File: src/rtl/scie_pkg.sv
// scie_pkg: shared opcode, instruction and FSM state definitions for the SCIE issuer.
package scie_pkg;
   localparam int XLEN_DEF = 32;
   localparam logic [31:0] INSN_LOAD_COEF   = 32'd11;
   localparam logic [31:0] INSN_PUSH_SAMPLE = 32'd43;
   localparam logic [31:0] INSN_PUSH_READ   = 32'd59;
   typedef enum logic [1:0] {OP_LOAD_COEF, OP_PUSH_SAMPLE, OP_PUSH_READ, OP_RSVD} op_e;
   typedef enum logic [1:0] {ST_IDLE, ST_WAIT, ST_RESP} state_e;
   function automatic logic [31:0] op_insn(input op_e op);
      return op == OP_LOAD_COEF ? INSN_LOAD_COEF : op == OP_PUSH_SAMPLE ? INSN_PUSH_SAMPLE : INSN_PUSH_READ;
   endfunction
endpackage

File: src/rtl/scie_issuer.sv
// scie_issuer: issues LOAD_COEF/PUSH_SAMPLE/PUSH_READ to a SCIE unit and returns PUSH_READ results.
module scie_issuer
   import scie_pkg::*;
#(
   parameter int XLEN    = XLEN_DEF,
   parameter int LATENCY = 1
) (
   input  logic            clk_i,
   input  logic            rst_ni,
   input  logic            req_valid_i,
   output logic            req_ready_o,
   input  logic [1:0]      req_op_i,
   input  logic [XLEN-1:0] req_rs1_i,
   input  logic [XLEN-1:0] req_rs2_i,
   output logic            scie_valid_o,
   output logic [31:0]     scie_insn_o,
   output logic [XLEN-1:0] scie_rs1_o,
   output logic [XLEN-1:0] scie_rs2_o,
   input  logic [XLEN-1:0] scie_rd_i,
   output logic            rsp_valid_o,
   input  logic            rsp_ready_i,
   output logic [XLEN-1:0] rsp_data_o,
   output logic            busy_o
);
   state_e          state_q, state_d;
   logic [3:0]      cnt_q, cnt_d;
   logic            scie_valid_q;
   logic [31:0]     scie_insn_q;
   logic [XLEN-1:0] scie_rs1_q, scie_rs2_q, rsp_data_q;
   logic            accept, issue, capture;
   op_e             op;
   assign op      = op_e'(req_op_i);
   assign accept  = req_valid_i && req_ready_o;
   assign issue   = accept && op != OP_RSVD;
   assign capture = state_q == ST_WAIT && cnt_q == 4'd0;
   always_ff @(posedge clk_i or negedge rst_ni) begin
      if (!rst_ni) begin
         state_q <= ST_IDLE;
         cnt_q   <= 4'd0;
      end else begin
         state_q <= state_d;
         cnt_q   <= cnt_d;
      end
   end
   always_comb begin
      state_d = state_q;
      cnt_d   = cnt_q;
      case (state_q)
         ST_IDLE: if (accept && op == OP_PUSH_READ) begin
            state_d = ST_WAIT;
            cnt_d   = 4'(LATENCY);
         end
         ST_WAIT: if (cnt_q == 4'd0) state_d = ST_RESP; else cnt_d = cnt_q - 4'd1;
         ST_RESP: if (rsp_ready_i) state_d = ST_IDLE;
         default: state_d = ST_IDLE;
      endcase
   end
   always_comb begin
      req_ready_o = state_q == ST_IDLE;
      rsp_valid_o = state_q == ST_RESP;
      busy_o      = state_q != ST_IDLE || scie_valid_q;
   end
   // issue registers hold their last values while idle so the SCIE unit sees stable operands
   always_ff @(posedge clk_i or negedge rst_ni) begin
      if (!rst_ni) begin
         scie_valid_q <= 1'b0;
         scie_insn_q  <= '0;
         scie_rs1_q   <= '0;
         scie_rs2_q   <= '0;
         rsp_data_q   <= '0;
      end else begin
         scie_valid_q <= issue;
         if (issue) begin
            scie_insn_q <= op_insn(op);
            scie_rs1_q  <= req_rs1_i;
            scie_rs2_q  <= req_rs2_i;
         end
         if (capture) rsp_data_q <= scie_rd_i;
      end
   end
   assign scie_valid_o = scie_valid_q;
   assign scie_insn_o  = scie_insn_q;
   assign scie_rs1_o   = scie_rs1_q;
   assign scie_rs2_o   = scie_rs2_q;
   assign rsp_data_o   = rsp_data_q;
endmodule

File: config.mk
export PLATFORM = sky130hd
export DESIGN_NAME = scie_issuer
export DESIGN_NICKNAME = d
export VERILOG_FILES = /design/src/rtl/scie_pkg.sv /design/src/rtl/scie_issuer.sv
export SDC_FILE = /design/constraint.sdc
export NUM_CORES = 1
export LEC_CHECK = 0
export CAP_MARGIN = 20
export CELL_PAD_IN_SITES_DETAIL_PLACEMENT = 1
export CELL_PAD_IN_SITES_GLOBAL_PLACEMENT = 1
export CORE_MARGIN = 2
export CORE_UTILIZATION = 30
export DETAILED_ROUTE_END_ITERATION = 6
export PLACE_DENSITY_LB_ADDON = 0.2
export SYNTH_ARGS = -nofsm -noshare
export SYNTH_HDL_FRONTEND = slang
export SYNTH_SLANG_ARGS = --single-unit
File: constraint.sdc
create_clock -name clk_i -period 2 [get_ports clk_i]
set_clock_uncertainty 0.15 [all_clocks]
set_input_delay 0.4 -clock clk_i [delete_from_list [all_inputs] [get_ports clk_i]]
set_output_delay 0.4 -clock clk_i [all_outputs]
set_load 0.1 [all_outputs]
### Word level (Yosys, flattened, before mapping)

Index checks and enable logic that the tools add are counted.
W data, S select, Z words.

* multiplexer cells: 9
* equal/unequal tests: 9
* add/sub/neg operators: 1
* reduce and logical (&&, ||, !) cells: 12

Operators with widths (count)
* $mux W4: 2
* $pmux W4 S2: 1
* $mux W2: 3
* $mux W6: 1
* $ne A2 B1 Y1 const B: 3
* $pmux W2 S3: 1
* $reduce_and A3 Y1: 2
* $mux W5: 1
* $eq A2 B1 Y1 const B: 2
* $eq A2 B2 Y1 const B: 2
* $logic_and A1 B1 Y1: 4
* $logic_not A2 Y1: 2
* $logic_not A4 Y1: 1
* $ne A2 B2 Y1 const B: 2
* $reduce_bool A2 Y1: 2
* $sub A4 B1 Y4 const B: 1
* $logic_or A1 B1 Y1: 1

* input port bits: 102
* output and inout port bits: 132
* register bits: 135

### Logic depth before layout (Yosys ltp)

Gate-level depths: netlist (run 1).

* depth after elaboration: 5
* gate-level depth with buffers: 6
* mapped depth without buffers: 5

### Worst setup path after synthesis (run 1)

No wires, ideal clock.

* path type: flip-flop to flip-flop
* start point: register state_q[0]
* end point: register scie_rs1_q[17] (netlist: scie_rs1_o[17])
* required time: 1.722 ns
* buffers on the path: 2
* arrival: 2.692 ns
* path slack: -0.970 ns
* library setup time: 0.128 ns
* stages on the path, launching flop included: 7
* cells stage by stage: dfrtp_1 nor2_1 nand3_2 inv_2 buf_6 buf_6 mux2_1

* longest elaborated chain between the ends: 3

Ends and longest elaborated chain
* from (decl): RTL line scie_issuer.sv:25 `state_e state_q, state_d;`
* from (signal assigned): RTL line scie_issuer.sv:41 `state_q <= state_d;`
* $logic_not A2 Y1: RTL line scie_issuer.sv:59 `req_ready_o = state_q == ST_IDLE;`
* net req_ready_o: RTL line scie_issuer.sv:11 `output logic req_ready_o,`
* $logic_and A1 B1 Y1: RTL line scie_issuer.sv:33 `assign accept = req_valid_i && req_ready_o;`
* $logic_and A1 B1 Y1: RTL line scie_issuer.sv:34 `assign issue = accept && op != OP_RSVD;`
* to (signal assigned): RTL line scie_issuer.sv:75 `scie_rs1_q <= req_rs1_i;`
* to (decl): RTL line scie_issuer.sv:29 `logic [XLEN-1:0] scie_rs1_q, scie_rs2_q, rsp_data_q;`

The timed path passes the listed nets, and every way through them passes these cells.
A chain may end at the register's enable or synchronous reset.

### Worst setup path in the final report (run 1)

* start point: register state_q[0]
* end point: output port busy_o

* longest elaborated chain between the ends: 2

Ends and longest elaborated chain
* $reduce_bool A2 Y1: RTL line scie_issuer.sv:61 `busy_o = state_q != ST_IDLE || scie_valid_q;`
* $logic_or A1 B1 Y1: RTL line scie_issuer.sv:61
* to (decl): RTL line scie_issuer.sv:23 `output logic busy_o`

Every way passes these cells.

==> results by group, run 1 <==
Job
  – Max_cap viols: 0

Floorplanning
  – # IOs: ~230
  – Core ar.: 14420 sq um
  – Die height: 125.3 um
  – Initial Util: 30.59%
  – Die width: 125.3 um
  – Num rows: 44
  – Die area: 15690 sq um

Setup path
  – Critical path fanouts, max: 6
  – Largest stage delay, worst path: 0.46 ns
  – Crit path cell chain: or3_4, buf_12
  – CP Capture Type: output pin
  – Worst EP arrival: 1.41 ns
  – Critical path's slowest cell: dfrtp_2
  – CP Data Required Time: 1.45 ns
  – Critical setup path kind: reg -> out
  – CP Launch Type: register

Clock network
  – Max Root-Sink Buffers: 2
  – Clock Latency Late Sink: 0.35 ns
  – Clock sinks: 106
  – Num CTS Buffers: 9
  – Clock Tree Root: clkbuf_16
  – Post-CTS setup buffer count: 0
  – Clock Pin Slew Worst Setup and Hold Paths: 0.07 ns
  – CTS tree: built
  – H-tree levels: 3

Logic synthesis
  – Asr flop ratio synth: 100.0%
  – Area share of the largest cell type after synthesis: around three fifths
  – Synthesized flop and latch total: 106
  – Cell variety after synth: 31
  – Mapped Cells: 276
  – Sequential area share after synthesis: about three fifths
  – Area leader, netlist: dfrtp_1
  – Top post-synthesis cells by area: dfrtp_1 60%, mux2_1 10%, mux2_4 9.9%
  – Top cells by count, synth: 106 x dfrtp_1, 40 x mux2_1, 29 x buf_4, 29 x mux2_4, 27 x mux2_2
  – Mean Syn Cell Area: 15.98 sq um
  – Primary FF master, synth: dfrtp_1
  – Most common cell in the netlist: dfrtp_1
  – EDFF count, synth: 0
  – Mapped Area: about 4400 sq um
  – Synth warnings: 0

Route
  – Drc violations: 0
  – Vias per cell: 4.337
  – Post-route ant nets: 0
  – Vias: 2971
  – Wirelength per Cell: 17.47 um
  – Drt pass-1 iters: 4
  – 1st-iter DRT viols: 70
  – Final wirelength: 11970 um

Cells and area
  – Antenna Cells: 0
  – Nets: 600
  – Final Core Density: 56.10%
  – Share of cells above drive strength 1: a little over two fifths
  – Area grow syn2layout: 83.41%
  – Fillers: about 1400

Worst hold path
  – Hold Crit Class: reg -> reg

Global routing
  – Initial antenna violation count: 0
  – Grt met3 use: 4.279%
  – Grt ovf: 0
  – Vias in the first global route: 3315
  – Grt met1 use: 20.56%
  – GRT Util Overall: 15.87%
  – M2 GR Usage: between 20% and 30%
  – GRT Max-Usage Layer: met2
  – First-pass GRT wire length: 19510 um
  – Largest net degree at the start of global routing: 42

Placed design
  – Gpl congestion: 0.7087
  – I/O Buffers: 206
  – Detailed Place HPWL: 9211 um

STA
  – Maximum clock rate: 511.4 MHz
  – Final worst-path cycle share: 97.76%
  – Count of pins over their slew limit: 0
  – Post-layout min period: 1.955 ns
  – Final setup vio count: 0
  – Final hold violations: 0

Run status
  – Outcome: complete, no violations
==> registers in the layout (all words and copies together), names as in the netlist <==
| signal | count |
|---|---|
| rsp_data_o | 32 |
| scie_rs1_o | 32 |
| scie_rs2_o | 32 |
| cnt_q | 4 |
| scie_insn_o | 3 |
| state_q | 2 |
| scie_valid_o | 1 |
==> worst paths after layout <==
| kind | slack [ns] | cells past startpoint | startpoint | to |
|---|---|---|---|---|
| max | 0.04 | 2 | state_q[0] | busy_o |
| max in group asynchronous | 0.77 | 3 | rst_ni | scie_rs2_o[2] |
| max reg2reg | 0.15 | 6 | cnt_q[0] | rsp_data_o[28] |
| min reg2reg | 0.35 | 1 | cnt_q[1] | cnt_q[1] |
| min in group asynchronous | 0.37 | 2 | rst_ni | scie_rs1_o[1] |
| min | 0.35 | 1 | cnt_q[1] | cnt_q[1] |
==> layout by cell type (no fill, tap or decap), types with 2 or more instances in the layout <==
cell | netlist | final
buf_12 | 0 | 110
clkbuf_16 | 0 | 9
ha_1 | 2 | 2
dfrtp_1 | 106 | 104
mux2_4 | 29 | 42
clkinv_2 | 0 | 2
mux2_1 | 40 | 27
dfrtp_2 | 0 | 2
nand2b_1 | 3 | 3
nor3_1 | 2 | 2
inv_1 | 5 | 5
a211o_1 | 2 | 2
clkdlybuf4s50_1 | 0 | 100
buf_4 | 29 | 11
conb_1 | 1 | 27
mux2_2 | 27 | 27
==> worst max-delay path: cells and delay by family (launching register included) <==
kind / cells / cell delay, ns
flops: 1 / 0.46
buf+inv: 1 / 0.17
simple gates: 1 / 0.42
==> metrics by stage <==
step / instances / setup TNS [ns] / setup slack (ns) / hold WS [ns] / area, sq um
after floorplan: 302 / -4.510 / -0.1017 / -0.04559 / 4576
after global placement: 668 / -0.3633 / -0.02422 / 0.1999 / 7770
after detailed placement: 668 / -3.042 / -0.08939 / 0.1975 / 7770
after CTS: 685 / 0 / 0.0008923 / 0.3605 / 8084
after global routing: 685 / -0.002366 / -0.002366 / 0.3882 / 8092
final: 685 / 0 / 0.04471 / 0.3536 / 8092
==> metal layers <==
metal,wire (um),up-vias
met5,0,-
met4,177,0
met3,903,9
met2,5958,136
met1,4930,1489
li1,-,1337
==> cells by family after synthesis <==
group	share of synthesized area, %
DFF	60.12
adders and majority gates	0.5671
other	0.08500
AOI/OAI and AO/OA	1.390
buffers and inverters	7.714
and+or+nand+nor	3.148
muxes	26.97
==> final cells by class <==
type / instances / area, sq um / share of cell area [%]
clock buffers: 10 / 239.0 / 2.953
well taps: 184 / 230.2 / 2.845
repair buffers: 222 / 3296 / 40.73
multi-input cells: 151 / 1584 / 19.58
flip-flops and latches: 106 / 2655 / 32.81
clock inverters: 6 / 65.06 / 0.8041
inverters: 6 / 22.52 / 0.2783
==> timing repair <==
action	in CTS	in global routing
setup endpoints to repair	0	3
endpoints found under the hold margin	22	0
hold buffers	1	0
resized for setup	0	2
Power of run 1 is left out: the tool's default activity adds up to more than one toggle a clock period on the data nets, which glitch-free logic cannot reach.
==> inputs of run 2 (changes only) <==
==> constraint.sdc (replaced) <==
create_clock -name clk_i -period 1.9 [get_ports clk_i]
set_clock_uncertainty 0.15 [all_clocks]
set_input_delay 0.38 -clock clk_i [delete_from_list [all_inputs] [get_ports clk_i]]
set_output_delay 0.38 -clock clk_i [all_outputs]
set_load 0.1 [all_outputs]
==> results by group, run 2 (synthesized netlist as in run 1, its figures left out) <==
Placed design
  – Detailed Place HPWL: 9268 um
  – Gpl congestion: 0.7533
  – Setup Slack @ Placement: -0.1744 ns
  – I/O Buffers: ~210

Setup path
  – CP Launch Type: register
  – Critical path fanouts, max: 5
  – R2r setup slk: 0.03 ns
  – CP startpoint: state_q[0]
  – Worst R2R Path Depth: 6
  – Critical setup path kind: reg -> out
  – R2r endpoint: scie_rs1_o[13]
  – Crit path to: rsp_valid_o
  – CP Data Required Time: 1.37 ns
  – Worst EP arrival: 1.35 ns
  – Worst r2r src: state_q[1]
  – CP Capture Type: output pin

Cells and area
  – Share of cells above drive strength 1: 40.48%
  – Area grow syn2layout: 82.25%
  – Most common cell after layout, fill and taps aside: buf_12
  – Commonest non-fill, non-tap cells in the layout: 108 x buf_12, 104 x dfrtp_1, 100 x clkdlybuf4s50_1
  – Nets: 599
  – Antenna Cells: 0

Clock network
  – H-tree levels: 3
  – Clock Latency Late Sink: roughly 0.35 ns
  – Num CTS Buffers: 9
  – Clock Tree Root: clkbuf_16
  – CTS tree: built
  – Clock Pin Slew Worst Setup and Hold Paths: 0.06 ns
  – Clock sinks: 106
  – Max Root-Sink Buffers: 2

Global routing
  – Largest net degree at the start of global routing: 50
  – Initial antenna violation count: 0
  – Vias in the first global route: between 3000 and 4000
  – Grt ovf: 0
  – GRT Util Overall: ~16%
  – First-pass GRT wire length: 19190 um

Run status
  – Outcome: complete, no violations

STA
  – Final worst-path cycle share: between 90% and 100%
  – Post-layout min period: about 1.9 ns
  – RSZ-0062 raised after global routing: yes
  – Worst Setup Slack, final: 0.01918 ns
  – Maximum clock rate: 531.7 MHz
  – Count of pins over their slew limit: 0
  – Final hold violations: 0
  – Final setup vio count: 0

Job
  – Max_cap viols: 0

Floorplanning
  – Core ar.: approximately 14000 sq um
  – # IOs: 234
  – Num rows: 44
  – Die height: 125.3 um
  – Initial Util: 30.59%
  – Die width: 125.3 um
  – Die area: 15690 sq um

Route
  – Drt pass-1 iters: 3
  – Drc violations: 0
  – Final wirelength: 11720 um
  – 1st-iter DRT viols: 44
  – Vias: 2953
  – Vias per cell: 4.324
  – Wirelength per Cell: 17.16 um
  – Post-route ant nets: 0

Worst hold path
  – Hold Crit Class: reg -> reg
## run 2: changes by cell type in the layout (fill, tap and decap cells not counted), sizes merged
| cell | before | now |
|---|---|---|
| clkinv | 3 | 1 |
| clkinvlp | 1 | 0 |
| clkbuf | 10 | 11 |
| bufinv | 1 | 2 |
| buf | 121 | 120 |
## run 2: metrics by stage
| step | cells | setup TNS (ns) | hold WS [ns] | util (%) | area (sq um) |
|---|---|---|---|---|---|
| CTS | 683 | -0.006446 | 0.3743 | 55.65 | 8026 |
| global route | 683 | -2.001 | 0.3958 | 55.74 | 8040 |
| floorplan | 302 | -10.53 | -0.06559 | - | 4519 |
| global placement | 665 | -6.335 | 0.2045 | 53.17 | 7670 |
| finish | 683 | 0 | 0.3627 | 55.74 | 8040 |
| detailed placement | 665 | -9.675 | 0.2169 | 53.17 | 7670 |
## run 2: final cells by class
cell class                 count  area (sq um)
fill                        1365          6384
clock buffer                  11         252.7
inverter                       6         22.52
clock inverter                 4         73.82
sequential                   106          2655
tap                          184         230.2
timing repair buffer         221          3267
multi-input combinational    151          1539
## run 2: repair_timing
| action | CTS | global route |
|---|---|---|
| buffers inserted | 2 | 0 |
| hold endpoints to repair | 26 | 0 |
| gates resized for setup | 3 | 3 |
| hold buffers | 1 | 0 |
| endpoints found under the setup margin | 1 | 76 |
## run 2: worst min path at each step
| stage | startpoint | end | slack (ns) | cells past startpoint |
|---|---|---|---|---|
| finish | cnt_q[1] | cnt_q[1] | 0.36 | 1 |
| global route | cnt_q[1] | cnt_q[1] | 0.40 | 1 |
| CTS | cnt_q[1] | cnt_q[1] | 0.37 | 1 |
| detailed placement | rst_ni | scie_rs1_o[20] | 0.22 | 1 |
| global placement | rst_ni | scie_rs1_o[20] | 0.20 | 1 |
| floorplan | rst_ni | cnt_q[0] | -0.07 | 0 |
## run 2: routing by layer
layer,track usage (%),vias to the layer above,routed length (um),share of wire (%)
met2,26.92,130,6012,51
met3,4.707,9,828,7.1
li1,-,1331,-,-
met4,4.510,0,150,1.3
met5,0,-,0,0
met1,19.26,1483,4731,40
## run 2: critical path, cell delays in order (launching register included)
cell      delay (ns)
dfrtp_2         0.43
buf_4           0.17
nand2b_1        0.16
inv_2           0.08
buf_12          0.17
Power of run 2 is left out for the same reason.
